<file path="config.mk">
export PLATFORM = sky130hd
export DESIGN_NAME = soc_dma_burst_splitter
export DESIGN_NICKNAME = d
export VERILOG_FILES = /design/src/rtl/soc_dma_burst_splitter.sv
export SDC_FILE = /design/constraint.sdc
export NUM_CORES = 1
export LEC_CHECK = 0
export ABC_AREA = 1
export BUFFER_PORTS_ARGS = -buffer_cell sky130_fd_sc_hd__buf_4
export CAP_MARGIN = 20
export CORE_UTILIZATION = 45
export DETAILED_ROUTE_END_ITERATION = 6
export PLACE_DENSITY = 0.67
export SYNTH_ARGS = -nofsm -noshare
export SYNTH_HDL_FRONTEND = slang
export SYNTH_SLANG_ARGS = --single-unit
</file>
<file path="constraint.sdc">
create_clock -name clk_i -period 4.7 [get_ports clk_i]
set_input_delay 0.47 -clock clk_i [delete_from_list [all_inputs] [get_ports clk_i]]
set_output_delay 0.47 -clock clk_i [all_outputs]
set_load 0.03 [all_outputs]
</file>
<file path="src/rtl/soc_dma_burst_splitter.sv">
// Splits a DMA transfer request into AXI bursts that never cross a 4 KiB page
// and never exceed MAX_BURST_LEN beats. Burst commands come straight from registered state.
`timescale 1ns/1ps
module soc_dma_burst_splitter #(
    parameter int AXI_AW        = 64,
    parameter int AXI_DW        = 64,
    parameter int MAX_BURST_LEN = 16,
    parameter int LEN_W         = 24
) (
    input  logic              clk_i,
    input  logic              rst_i,
    input  logic              req_valid_i,
    output logic              req_ready_o,
    input  logic [AXI_AW-1:0] req_addr_i,
    input  logic [LEN_W-1:0]  req_beats_i,
    output logic              burst_valid_o,
    input  logic              burst_ready_i,
    output logic [AXI_AW-1:0] burst_addr_o,
    output logic [7:0]        burst_len_o,
    output logic              burst_last_o,
    output logic              busy_o,
    output logic              done_o
);

    localparam int BPB = AXI_DW / 8;
    localparam int OFF = $clog2(BPB);
    localparam int CW  = (LEN_W > 13) ? LEN_W : 13;
    localparam logic [AXI_AW-1:0] ALIGN_MASK = ~((AXI_AW'(1) << OFF) - AXI_AW'(1));
    localparam logic [CW-1:0]     MAX_N      = CW'(MAX_BURST_LEN);

    typedef enum logic {IDLE, SPLIT} state_e;

    state_e              state_q, state_d;
    logic [AXI_AW-1:0]   addr_q, addr_d;
    logic [LEN_W-1:0]    remain_q, remain_d;
    logic                done_q, done_d;

    logic [12:0]         pageBytes;
    logic [CW-1:0]       pageBeats;
    logic [CW-1:0]       chunkLimit;
    logic [CW-1:0]       chunk;
    logic                isLast;

    // Chunk size is the tightest of: beats left, burst cap, beats left in the 4 KiB page.
    assign pageBytes  = 13'h1000 - {1'b0, addr_q[11:0]};
    assign pageBeats  = CW'(pageBytes >> OFF);
    assign chunkLimit = (pageBeats < MAX_N) ? pageBeats : MAX_N;
    assign chunk      = (CW'(remain_q) < chunkLimit) ? CW'(remain_q) : chunkLimit;
    assign isLast     = (chunk == CW'(remain_q));

    always_ff @(posedge clk_i or posedge rst_i) begin
        if (rst_i) begin
            state_q  <= IDLE;
            addr_q   <= '0;
            remain_q <= '0;
            done_q   <= 1'b0;
        end else begin
            state_q  <= state_d;
            addr_q   <= addr_d;
            remain_q <= remain_d;
            done_q   <= done_d;
        end
    end

    always_comb begin
        state_d  = state_q;
        addr_d   = addr_q;
        remain_d = remain_q;
        done_d   = 1'b0;
        case (state_q)
            IDLE: begin
                if (req_valid_i) begin
                    if (req_beats_i == '0) begin
                        done_d = 1'b1;
                    end else begin
                        addr_d   = req_addr_i & ALIGN_MASK;
                        remain_d = req_beats_i;
                        state_d  = SPLIT;
                    end
                end
            end
            SPLIT: begin
                if (burst_ready_i) begin
                    addr_d   = addr_q + (AXI_AW'(chunk) << OFF);
                    remain_d = remain_q - LEN_W'(chunk);
                    if (isLast) begin
                        state_d = IDLE;
                        done_d  = 1'b1;
                    end
                end
            end
            default: state_d = IDLE;
        endcase
    end

    // Burst fields are forced to zero outside SPLIT so idle and reset look identical.
    always_comb begin
        req_ready_o   = 1'b0;
        busy_o        = 1'b0;
        burst_valid_o = 1'b0;
        burst_addr_o  = '0;
        burst_len_o   = '0;
        burst_last_o  = 1'b0;
        done_o        = done_q;
        case (state_q)
            IDLE: req_ready_o = 1'b1;
            SPLIT: begin
                busy_o        = 1'b1;
                burst_valid_o = 1'b1;
                burst_addr_o  = addr_q;
                burst_len_o   = 8'(chunk - CW'(1));
                burst_last_o  = isLast;
            end
            default: req_ready_o = 1'b0;
        endcase
    end

endmodule

</file>
==> impl_metrics.csv, run 1 <==
group,metric,value,unit
placed_design,port_buffers,162,
hold_path,hold_class,"in2async",
power_and_ir_drop,powerDensity,561.7,nW/um^2
sta,period_share,97.44,%
setup_path,arrival,4.82,ns
sta,setup_viol,0,
synth,synthFlopType,"dfrtp_1",
clock_tree,clock_sinks,87,
synth,syn_area,8292,um^2
synth,yosysSeqAreaShare,26.26,%
synth,synthAdderAreaFrac,7.424,%
die,core,18020,um^2
clock_tree,clkSlewWorstSetupHoldPaths,0.06,ns
synth,syn_inst,1316,
final_layout,syn_to_final_growth,32.04,%
synth,async_reset_ff_share,100.0,%
clock_tree,cts_buffers,9,
setup_path,r2r_cells,37,
clock_tree,postCtsHoldBufs,0,
setup_path,crit_slowest_cell,"dfrtp_1",
synth,yosysMostFrequentCell,"nand2_1",
die,die_h,137.7,um
sta,worst_slew_pin_slew,0.9273,ns
sta,fin_crit,4.579,ns
setup_path,crit_path_end,"addr_q[59]",
clock_tree,insertion_delay,0.35,ns
die,dieArea,18970,um^2
synth,yosys.area_share.xor_xnor,2.958,%
clock_tree,clockBufferDepth,2,
drt,firstDrtPassIters,5,
setup_path,critPathMaxStageDelay,0.43,ns
synth,synth.area.mux_share,0.1207,%
die,core.rowCount,49,
setup_path,critical_path_required,4.94,ns
sta,skew,0.007365,ns
synth,synth_cell_types,56,
clock_tree,cts-root-buf,"clkbuf_16",
sta,rsz0062_at_grt,"true",
placed_design,dp_hpwl,18.78,mm
power_and_ir_drop,ir_drop,0.3996,mV
setup_path,worstPathMaxFanout,7,
synth,synth_common_cells,"nand2_1 (314), inv_1 (231), o21ai_0 (137)",
die,start_util,46.00,%
final_layout,final_layout_size_suffix_gt1_share,24.48,%
synth,yosysWarnings,0,
synth,synth_area_leaders,"dfrtp_1 (26%), nand2_1 (14%), inv_1 (10%), o21ai_0 (8.3%), ha_1 (6.9%)",
placed_design,place.gp.congestion,0.9162,
synth,synth_compound_area_share,19.19,%
drt,drt_iter0_drc,610,
sta,slew_viol_final,0,
setup_path,ff2ff_setup_slack,0.12,ns
synth,synth_top_cell_by_area,"dfrtp_1",
drt,wl_per_cell,14.73,um
final_layout,final_area,10950,um^2
global_route,grt_usage,27.16,%
setup_path,cp-end-kind,"flip-flop",
flow_run,cap_violations,0,
synth,yosys.area_share.simple,30.68,%
clock_tree,htreeDepth,3,
synth,synth.avg_cell_area,6.301,um^2
synth,synth_seq_cells,87,
final_layout,fillers,1711,
global_route,grt_overflow,0,
drt,wl,26.00,mm
sta,relSlewSlack,38.18,%
global_route,antenna_found_initial,0,
sta,max_freq,218.4,MHz
drt,ant_nets,0,
setup_path,critPathLaunchType,"flip-flop",
setup_path,reg2reg_from,"addr_q[3]",
final_layout,diodes,0,
synth,synth_top_area_share,26.26,%
sta,finalHoldViolCount,0,
clock_tree,cts_tree,"built",
synth,synth-edff-count,0,
power_and_ir_drop,leakage,5.809,nW
global_route,grt_max_degree,83,
placed_design,place_area,10030,um^2
sta,tns,0,ns
outcome,outcome,"finished clean",
drt,num_vias,9315,
global_route,grt_pass1_vias,8366,
setup_path,cp_common_cell,"inv_2",
drt,drc,0,
die,die_x,137.7,um
die,ioPinCount,169,
global_route,grt_pass1_wl,40.32,mm
final_layout,num-nets-final,1671,
setup_path,startpoint,"addr_q[3]",
setup_path,r2r-end,"addr_q[59]",
drt,vias_per_cell,5.278,
setup_path,crit_type,"reg2reg",
synth,synth_top_family_by_area,"simple AND/OR/NAND/NOR gates",
-- power by group --
| group | internal [W] | leakage [nW] | switching (W) |
|---|---|---|---|
| registers | 0.00107 | 1.02 | 0.000410 |
| clock network | 0.000373 | 0.126 | 0.000317 |
| logic | 0.00154 | 4.66 | 0.00244 |
-- through the flow --
step	setup WS (ns)	total power (W)	util, %	cells	hold WS, ns
CTS	0.007914	0.005757	57.22	1744	0.3267
global route	-0.1575	0.006679	60.74	1765	0.3573
floorplan	0.2707	0.003898	-	1336	0.4653
detailed placement	0.04869	0.005047	55.64	1728	0.5026
global placement	0.1350	0.004986	55.64	1728	0.4848
finish	0.1205	0.006149	60.74	1765	0.2826
-- final cells by class --
class	instances	area (um^2)	area share [%]
multi-input cells	966	5542	50.62
inverters	234	879.6	8.034
flip-flops and latches	87	2182	19.93
clock inverters	3	20.02	0.1829
well taps	229	286.5	2.617
clock buffers	13	250.2	2.286
repair buffers	233	1788	16.33
-- critical path: cells and delay by family, from the launching register on --
family | cells | cell delay, ns
AND/OR/NAND/NOR | 21 | 1.80
flip-flops | 1 | 0.43
buffers and inverters | 6 | 0.46
AO/OA/AOI/OAI | 6 | 0.82
adder cells (fa/ha/maj) | 4 | 0.96
-- kinds of logic after synthesis --
family,after synthesis
flip-flops,87
XOR/XNOR,28
other,2
AO/OA/AOI/OAI,282
multiplexers,1
adder cells (fa/ha/maj),48
buffers and inverters,283
AND/OR/NAND/NOR,585
-- worst min path at each step --
stage                   startpoint            to  slack, ns  cells after the start
detailed placement    remain_q[11]  remain_q[11]       0.50                      2
floorplan             remain_q[11]  remain_q[11]       0.47                      2
global route        req_addr_i[24]    addr_q[24]       0.36                      3
CTS                          rst_i    addr_q[51]       0.33                      2
global placement      remain_q[11]  remain_q[11]       0.48                      2
finish                       rst_i    addr_q[50]       0.28                      2
-- timing repair --
action,4_1_cts,5_1_grt
resized for setup,4,123
pin swaps,0,38
setup endpoints to repair,1,64
buffers inserted,0,21
-- routing by layer --
layer	global-route usage (%)	up-vias	wire (um)
met1	36.57	4319	11690
met5	0	-	0
met3	4.341	31	1682
li1	-	4666	-
met4	6.461	0	392
met2	45.28	299	12230
-- state kept, by name, indices dropped and copies added (netlist names) --
| signal | flops |
|---|---|
| addr_q | 61 |
| remain_q | 24 |
| done_o | 1 |
| state_q | 1 |
-- placed cells by master (no fill, tap or decap), types with 6 or more instances in the layout --
| master | count |
|---|---|
| nand2_1 | 290 |
| buf_4 | 225 |
| inv_1 | 216 |
| o21ai_0 | 130 |
| nor2_1 | 114 |
| dfrtp_1 | 85 |
| nand3_1 | 49 |
| a21oi_1 | 46 |
| ha_1 | 33 |
| nor3_1 | 27 |
| nand2_2 | 26 |
| xor2_1 | 24 |
| conb_1 | 22 |
| nand4_1 | 19 |
| a31oi_1 | 18 |
| inv_2 | 17 |
| o21ai_1 | 15 |
| o22ai_1 | 13 |
| nor2_4 | 12 |
| a21oi_2 | 11 |
| nand2_4 | 11 |
| o211ai_1 | 11 |
| ha_4 | 10 |
| nor4_1 | 9 |
| clkbuf_16 | 9 |
| buf_6 | 7 |
| nor2_2 | 6 |
(Power assumes the default switching activity.)
==> run 2: changes to the inputs <==
--- a/config.mk
+++ b/config.mk
@@ -5,12 +5,12 @@
 export SDC_FILE = /design/constraint.sdc
 export NUM_CORES = 1
 export LEC_CHECK = 0
-export ABC_AREA = 1
+export ABC_AREA = 0
 export BUFFER_PORTS_ARGS = -buffer_cell sky130_fd_sc_hd__buf_4
 export CAP_MARGIN = 20
 export CORE_UTILIZATION = 45
 export DETAILED_ROUTE_END_ITERATION = 6
-export PLACE_DENSITY = 0.67
+export PLACE_DENSITY = 0.68
 export SYNTH_ARGS = -nofsm -noshare
 export SYNTH_HDL_FRONTEND = slang
 export SYNTH_SLANG_ARGS = --single-unit
==> impl_metrics.csv, run 2 <==
group,metric,value,unit
synth,yosysMostFrequentCell,"dfrtp_1",
setup_path,worstPathMaxFanout,5,
sta,slew_viol_final,0,
drt,firstDrtPassIters,5,
synth,synth.avg_cell_area,7.856,um^2
die,core.rowCount,47,
power_and_ir_drop,leakage,4.885,nW
clock_tree,clockBufferDepth,2,
hold_path,hold_class,"in2async",
synth,synth_top_area_share,28.39,%
drt,drc,0,
final_layout,largest_reg_flops,61,
sta,setup_viol,68,
final_layout,num-nets-final,1383,
setup_path,r2r_cells,25,
sta,layout_setup_ws,-0.5268,ns
synth,yosysWarnings,0,
sta,rsz0062_at_grt,"true",
power_and_ir_drop,p_sw_share,47.79,%
power_and_ir_drop,p_sw,0.002895,W
sta,tns,-18.49,ns
final_layout,largest_registers,"addr_q (61), remain_q (24)",
sta,relSlewSlack,30.72,%
power_and_ir_drop,powerDensity,539.0,nW/um^2
synth,yosysSeqAreaShare,28.39,%
power_and_ir_drop,seqPwrFrac,22.8,%
setup_path,arrival,5.49,ns
synth,syn_inst,976,
setup_path,cp-end-kind,"flip-flop",
final_layout,final_layout_size_suffix_gt1_share,35.34,%
final_layout,fillers,1356,
final_layout,diodes,0,
synth,async_reset_ff_share,100.0,%
outcome,outcome,"complete, but fails checks",
sta,period_share,111.2,%
global_route,antenna_found_initial,0,
clock_tree,insertion_delay,0.37,ns
final_layout,largest-register,"addr_q",
global_route,grt_overflow,0,
placed_design,port_buffers,162,
placed_design,dp_cells,1413,
setup_path,crit_type,"reg2reg",
clock_tree,cts_tree,"built",
setup_path,ff2ff_setup_slack,-0.53,ns
power_and_ir_drop,ir_drop,0.2845,mV
synth,synth_top_cell_by_area,"dfrtp_1",
synth,synth_compound_area_share,25.91,%
synth,synth.area.mux_share,2.790,%
global_route,grt_pass1_wl,42.52,mm
global_route,grt_usage,30.24,%
final_layout,fin_util,67.77,%
synth,synth-edff-count,0,
synth,syn_area,7667,um^2
synth,synth_cell_types,75,
synth,synthAdderAreaFrac,8.029,%
die,core,16580,um^2
global_route,grt_max_degree,99,
synth,synth_seq_cells,87,
setup_path,reg2reg_from,"addr_q[4]",
final_layout,layout_commonest_cell,"buf_4",
die,die_h,132.5,um
drt,num_vias,8669,
setup_path,startpoint,"addr_q[4]",
setup_path,critPathLaunchType,"flip-flop",
sta,max_freq,191.3,MHz
flow_run,cap_violations,0,
synth,yosys.area_share.xor_xnor,3.313,%
power_and_ir_drop,p_comb_share,65.1,%
clock_tree,clock_sinks,87,
drt,wl_per_cell,18.72,um
die,dieArea,17560,um^2
synth,synth_common_cells,"dfrtp_1 (87), nand2_1 (83), nor2_1 (81)",
global_route,grt_pass1_vias,8215,
synth,synthFlopType,"dfrtp_1",
drt,ant_nets,0,
sta,finalHoldViolCount,0,
clock_tree,htreeDepth,3,
die,ioPinCount,169,
final_layout,mostFrequentLayoutCells,"buf_4 (273), dfrtp_1 (85), nand2_1 (78)",
clock_tree,clkSlewWorstSetupHoldPaths,0.07,ns
drt,drt_iter0_drc,824,
sta,fin_crit,5.227,ns
sta,skew,0.01196,ns
final_layout,syn_to_final_growth,46.57,%
synth,synth_area_leaders,"dfrtp_1 (28%), ha_1 (7.5%), and2_1 (5.1%), a21oi_1 (4.8%), nand2_1 (4.1%)",
drt,wl,27.48,mm
placed_design,dpl_worst_slack,-0.4609,ns
placed_design,place.gp.congestion,0.9461,
power_and_ir_drop,p_clk_share,12.1,%
clock_tree,cts_buffers,9,
placed_design,dp_hpwl,18.12,mm
clock_tree,postCtsHoldBufs,0,
final_layout,fin_cells,1468,
die,start_util,46.24,%
power_and_ir_drop,intPower,0.003162,W
drt,vias_per_cell,5.905,
outcome,failed_checks,"negative setup slack",
clock_tree,cts-root-buf,"clkbuf_16",
synth,synth_top_family_by_area,"simple AND/OR/NAND/NOR gates",
sta,worst_slew_pin_slew,1.037,ns
synth,yosys.area_share.simple,26.68,%
die,die_x,132.5,um
setup_path,critical_path_required,4.97,ns
setup_path,r2r-end,"addr_q[40]",
run 2: worst max-delay path, stage by stage, from the launching register on:
cell and delay [ns]:
dfrtp_1 0.40, inv_2 0.09, ha_4 0.12, nor3b_4 0.21, nand2b_1 0.15, a21oi_2 0.08, buf_4 0.15, buf_4 0.13
buf_4 0.13, ha_1 0.29, nand4_1 0.19, nor4_4 0.26, o21ai_4 0.10, and4_4 0.23, buf_4 0.16, a21oi_4 0.16
inv_2 0.06, ha_4 0.27, o21a_4 0.14, a21oi_4 0.07, o311a_1 0.30, or3_1 0.36, a31o_1 0.19, and2_4 0.15
or4_4 0.49, o311ai_4 0.23
run 2: routing by layer:
metal / vias up / routed length, um / track usage (%) / part of all wire, %
met4: 0 / 583 / 10.22 / 2.1
met3: 50 / 1625 / 3.602 / 5.9
met5: - / 0 / 0 / 0
met1: 4140 / 11970 / 39.96 / 44
met2: 350 / 13300 / 51.11 / 48
li1: 4129 / - / - / -
run 2: logic make-up after synthesis:
family | after synthesis
adder cells (fa/ha/maj) | 48
XOR/XNOR | 29
buffers and inverters | 93
AND/OR/NAND/NOR | 400
other | 2
AO/OA/AOI/OAI | 296
flip-flops | 87
multiplexers | 21
run 2: how the worst max path moves through the flow:
stage / endpoint / slack (ns) / depth (start not counted)
final: addr_q[40] / -0.53 / 25
after global routing: addr_q[40] / -0.65 / 24
after CTS: addr_q[40] / -0.26 / 22
after detailed placement: addr_q[42] / -0.46 / 23
after global placement: addr_q[54] / -0.35 / 23
after floorplan: addr_q[40] / -0.46 / 22
run 2: what timing repair did:
action | 4_1_cts | 5_1_grt
pin swaps | 43 | 42
gates cloned | 0 | 1
endpoints found under the setup margin | 66 | 77
hold endpoints to repair | 0 | 0
setup buffers | 29 | 10
resized for setup | 74 | 79
run 2: per-stage QoR:
| step | total power (W) | cell area, um^2 | hold WS (ns) |
|---|---|---|---|
| floorplan | 0.003563 | 7910 | 0.4589 |
| global placement | 0.004648 | 9888 | 0.4953 |
| detailed placement | 0.004693 | 9888 | 0.5010 |
| CTS | 0.005661 | 10780 | 0.3153 |
| global route | 0.006426 | 11240 | 0.3153 |
| finish | 0.006057 | 11240 | 0.2791 |
run 2: layout make-up:
type	count	area [um^2]	share of cell area [%]
inverters	38	143.9	1.280
repair buffers	290	2271	20.21
well taps	220	275.3	2.449
clock inverters	6	51.30	0.4565
flip-flops and latches	87	2180	19.39
multi-input cells	817	6078	54.09
clock buffers	10	239.0	2.126
run 2: power groups by stage:
stage / logic (W) / registers, W / clock network, W
floorplan: 0.00229 / 0.00128 / 0
global placement: 0.00329 / 0.00135 / 0
detailed placement: 0.00333 / 0.00136 / 0
CTS: 0.00357 / 0.00136 / 0.000737
global route: 0.00424 / 0.00142 / 0.000768
finish: 0.00394 / 0.00138 / 0.000734
==> run 3: changes to the inputs <==
--- a/config.mk
+++ b/config.mk
@@ -6,9 +6,11 @@
 export NUM_CORES = 1
 export LEC_CHECK = 0
 export ABC_AREA = 0
+export ABC_CLOCK_PERIOD_IN_PS = 4600
 export BUFFER_PORTS_ARGS = -buffer_cell sky130_fd_sc_hd__buf_4
 export CAP_MARGIN = 20
 export CORE_UTILIZATION = 45
+export CTS_BUF_LIST = sky130_fd_sc_hd__clkbuf_2 sky130_fd_sc_hd__clkbuf_4 sky130_fd_sc_hd__clkbuf_8
 export DETAILED_ROUTE_END_ITERATION = 6
 export PLACE_DENSITY = 0.68
 export SYNTH_ARGS = -nofsm -noshare
==> constraint.sdc (replaced) <==
create_clock -name clk_i -period 4.6 [get_ports clk_i]
set_input_delay 0.46 -clock clk_i [delete_from_list [all_inputs] [get_ports clk_i]]
set_output_delay 0.46 -clock clk_i [all_outputs]
set_load 0.03 [all_outputs]
==> impl_metrics.csv, run 3 (synthesis results as in run 2) <==
group,metric,value,unit
power_and_ir_drop,intPower,0.003149,W
final_layout,layout_commonest_cell,"buf_4",
outcome,outcome,"complete, but fails checks",
final_layout,fin_cells,1455,
global_route,grt_overflow,0,
outcome,failed_checks,"negative setup slack",
global_route,grt_pass1_wl,42.29,mm
final_layout,largest-register,"addr_q",
final_layout,largest_reg_flops,61,
sta,layout_setup_ws,-0.4952,ns
power_and_ir_drop,p_clk_share,11.2,%
drt,num_vias,8681,
final_layout,largest_registers,"addr_q (61), remain_q (24)",
clock_tree,cts_tree,"built",
clock_tree,clockBufferDepth,2,
final_layout,syn_to_final_growth,45.72,%
flow_run,cap_violations,0,
clock_tree,clkSlewWorstSetupHoldPaths,0.12,ns
global_route,grt_pass1_vias,8156,
sta,max_freq,196.3,MHz
clock_tree,insertion_delay,0.41,ns
setup_path,worstPathMaxFanout,6,
die,core,16580,um^2
setup_path,crit_type,"reg2reg",
clock_tree,cts-root-buf,"clkbuf_8",
placed_design,dp_hpwl,18.23,mm
final_layout,fillers,1385,
sta,setup_viol,65,
power_and_ir_drop,powerDensity,544.1,nW/um^2
drt,vias_per_cell,5.966,
drt,wl,27.29,mm
sta,tns,-16.15,ns
drt,drc,0,
setup_path,arrival,5.39,ns
placed_design,dp_cells,1422,
final_layout,mostFrequentLayoutCells,"buf_4 (254), dfrtp_1 (85), nand2_1 (78)",
sta,slew_viol_final,0,
setup_path,critical_path_required,4.90,ns
global_route,grt_max_degree,100,
global_route,antenna_found_initial,0,
sta,skew,0.02319,ns
clock_tree,clock_sinks,87,
sta,rsz0062_at_grt,"true",
setup_path,critPathMaxStageDelay,0.47,ns
sta,worst_slew_pin_slew,1.093,ns
power_and_ir_drop,p_sw_share,48.20,%
placed_design,place.gp.congestion,0.9381,
die,die_h,132.5,um
sta,finalHoldViolCount,0,
final_layout,final_layout_size_suffix_gt1_share,35.55,%
clock_tree,htreeDepth,3,
drt,drt_iter0_drc,777,
drt,wl_per_cell,18.75,um
sta,period_share,110.8,%
placed_design,port_buffers,162,
drt,firstDrtPassIters,5,
setup_path,cp-end-kind,"flip-flop",
setup_path,critPathLaunchType,"flip-flop",
power_and_ir_drop,p_sw,0.002931,W
die,die_x,132.5,um
final_layout,diodes,0,
die,start_util,46.24,%
power_and_ir_drop,p_comb_share,66.0,%
setup_path,critical_path.cell_chain,"inv_2 > ha_4 > nor3b_4 > o211ai_1 > a21oi_2 > nand2_1 > ha_2 > nor2_1 > or4b_4 > o21ai_2 > nand4_1 > buf_6 > mux2_4 > inv_2 > ha_4 > o21a_4 > a21oi_4 > o311a_4 > or3_1 > a31o_1 > and2_4 > or4_4 > o311ai_1",
setup_path,crit_slowest_cell,"or4b_4",
final_layout,num-nets-final,1370,
die,core.rowCount,47,
die,ioPinCount,169,
drt,ant_nets,0,
setup_path,critPathBufInv,3,
power_and_ir_drop,seqPwrFrac,22.8,%
power_and_ir_drop,ir_drop,0.2954,mV
die,dieArea,17560,um^2
sta,relSlewSlack,26.99,%
global_route,grt_usage,30.14,%
setup_path,path_delay_family,"simple AND/OR/NAND/NOR gates",
clock_tree,cts_buffers,9,
power_and_ir_drop,leakage,4.815,nW
hold_path,hold_class,"in2async",
sta,fin_crit,5.095,ns
run 3: cell types whose count changed in the layout (fill, tap and decap cells not counted), sizes merged:
| cell | delta |
|---|---|
| clkinvlp | -3 |
| clkbuf | +1 |
| buf | -13 |
| clkinv | +1 |
| inv | -1 |
| bufinv | +2 |
run 3: worst reg2reg max path: stages (launching register included):
cell      delay, ns
dfrtp_2        0.41
inv_2          0.07
ha_4           0.12
nor3b_4        0.20
o211ai_1       0.13
a21oi_2        0.25
nand2_1        0.13
ha_2           0.20
nor2_1         0.10
or4b_4         0.47
o21ai_2        0.13
nand4_1        0.12
buf_6          0.17
mux2_4         0.21
inv_2          0.04
ha_4           0.27
o21a_4         0.15
a21oi_4        0.07
o311a_4        0.32
or3_1          0.34
a31o_1         0.23
and2_4         0.16
or4_4          0.47
o311ai_1       0.23
run 3: area by class of cell:
type                            count  area [um^2]  area share (%)
Multi-Input combinational cell    817         6131           54.87
Inverter                           38        143.9           1.288
Sequential cell                    87         2180           19.51
Clock buffer                       11        151.4           1.355
Timing Repair Buffer              277         2203           19.72
Clock inverter                      5        88.84          0.7951
Tap cell                          220        275.3           2.464
run 3: per-layer routing:
metal,vias to the layer above,share of wire [%],GRT usage (%)
met4,0,2.6,10.66
met2,377,48,50.76
met3,60,6.6,3.640
li1,4114,-,-
met5,-,0,0
met1,4130,43,39.78
run 3: through the flow:
stage          util [%]  total power [W]  instance area, um^2  worst slack [ns]  hold slack (ns)
2_1_floorplan         -         0.003658                 7936           -0.5598           0.4589
3_3_place_gp      60.19         0.004796                 9982           -0.4167           0.4948
3_5_place_dp      60.19         0.004840                 9982           -0.6177           0.5004
4_1_cts           64.17         0.005670                10640           -0.3609           0.2577
5_1_grt           67.38         0.006471                11170           -0.7620           0.2656
6_report          67.38         0.006080                11170           -0.4952           0.2317
run 3: power groups by stage:
stage | combinational, W | clock (W) | sequential, W
6_report | 0.00401 | 0.000679 | 0.00139
4_1_cts | 0.00362 | 0.000682 | 0.00136
3_5_place_dp | 0.00347 | 0 | 0.00137
2_1_floorplan | 0.00235 | 0 | 0.00130
3_3_place_gp | 0.00343 | 0 | 0.00137
5_1_grt | 0.00433 | 0.000708 | 0.00143
run 3: worst paths after layout:
kind	start	to	slack, ns	cells past startpoint
setup / recovery	addr_q[3]	addr_q[40]	-0.50	23
hold / removal	rst_i	addr_q[51]	0.23	2
setup reg to reg	addr_q[3]	addr_q[40]	-0.50	23
hold reg to reg	addr_q[24]	addr_q[24]	0.53	2
max in group asynchronous	rst_i	state_q	3.26	3
min in group clk_i	req_addr_i[57]	addr_q[57]	0.26	3
run 3: what timing repair did:
item,4_1_cts,5_1_grt
hold buffers,0,0
setup buffers,10,8
pin swaps,42,51
gates cloned,2,0
gates resized for setup,58,103
hold endpoints to repair,0,0
setup endpoints to repair,72,78
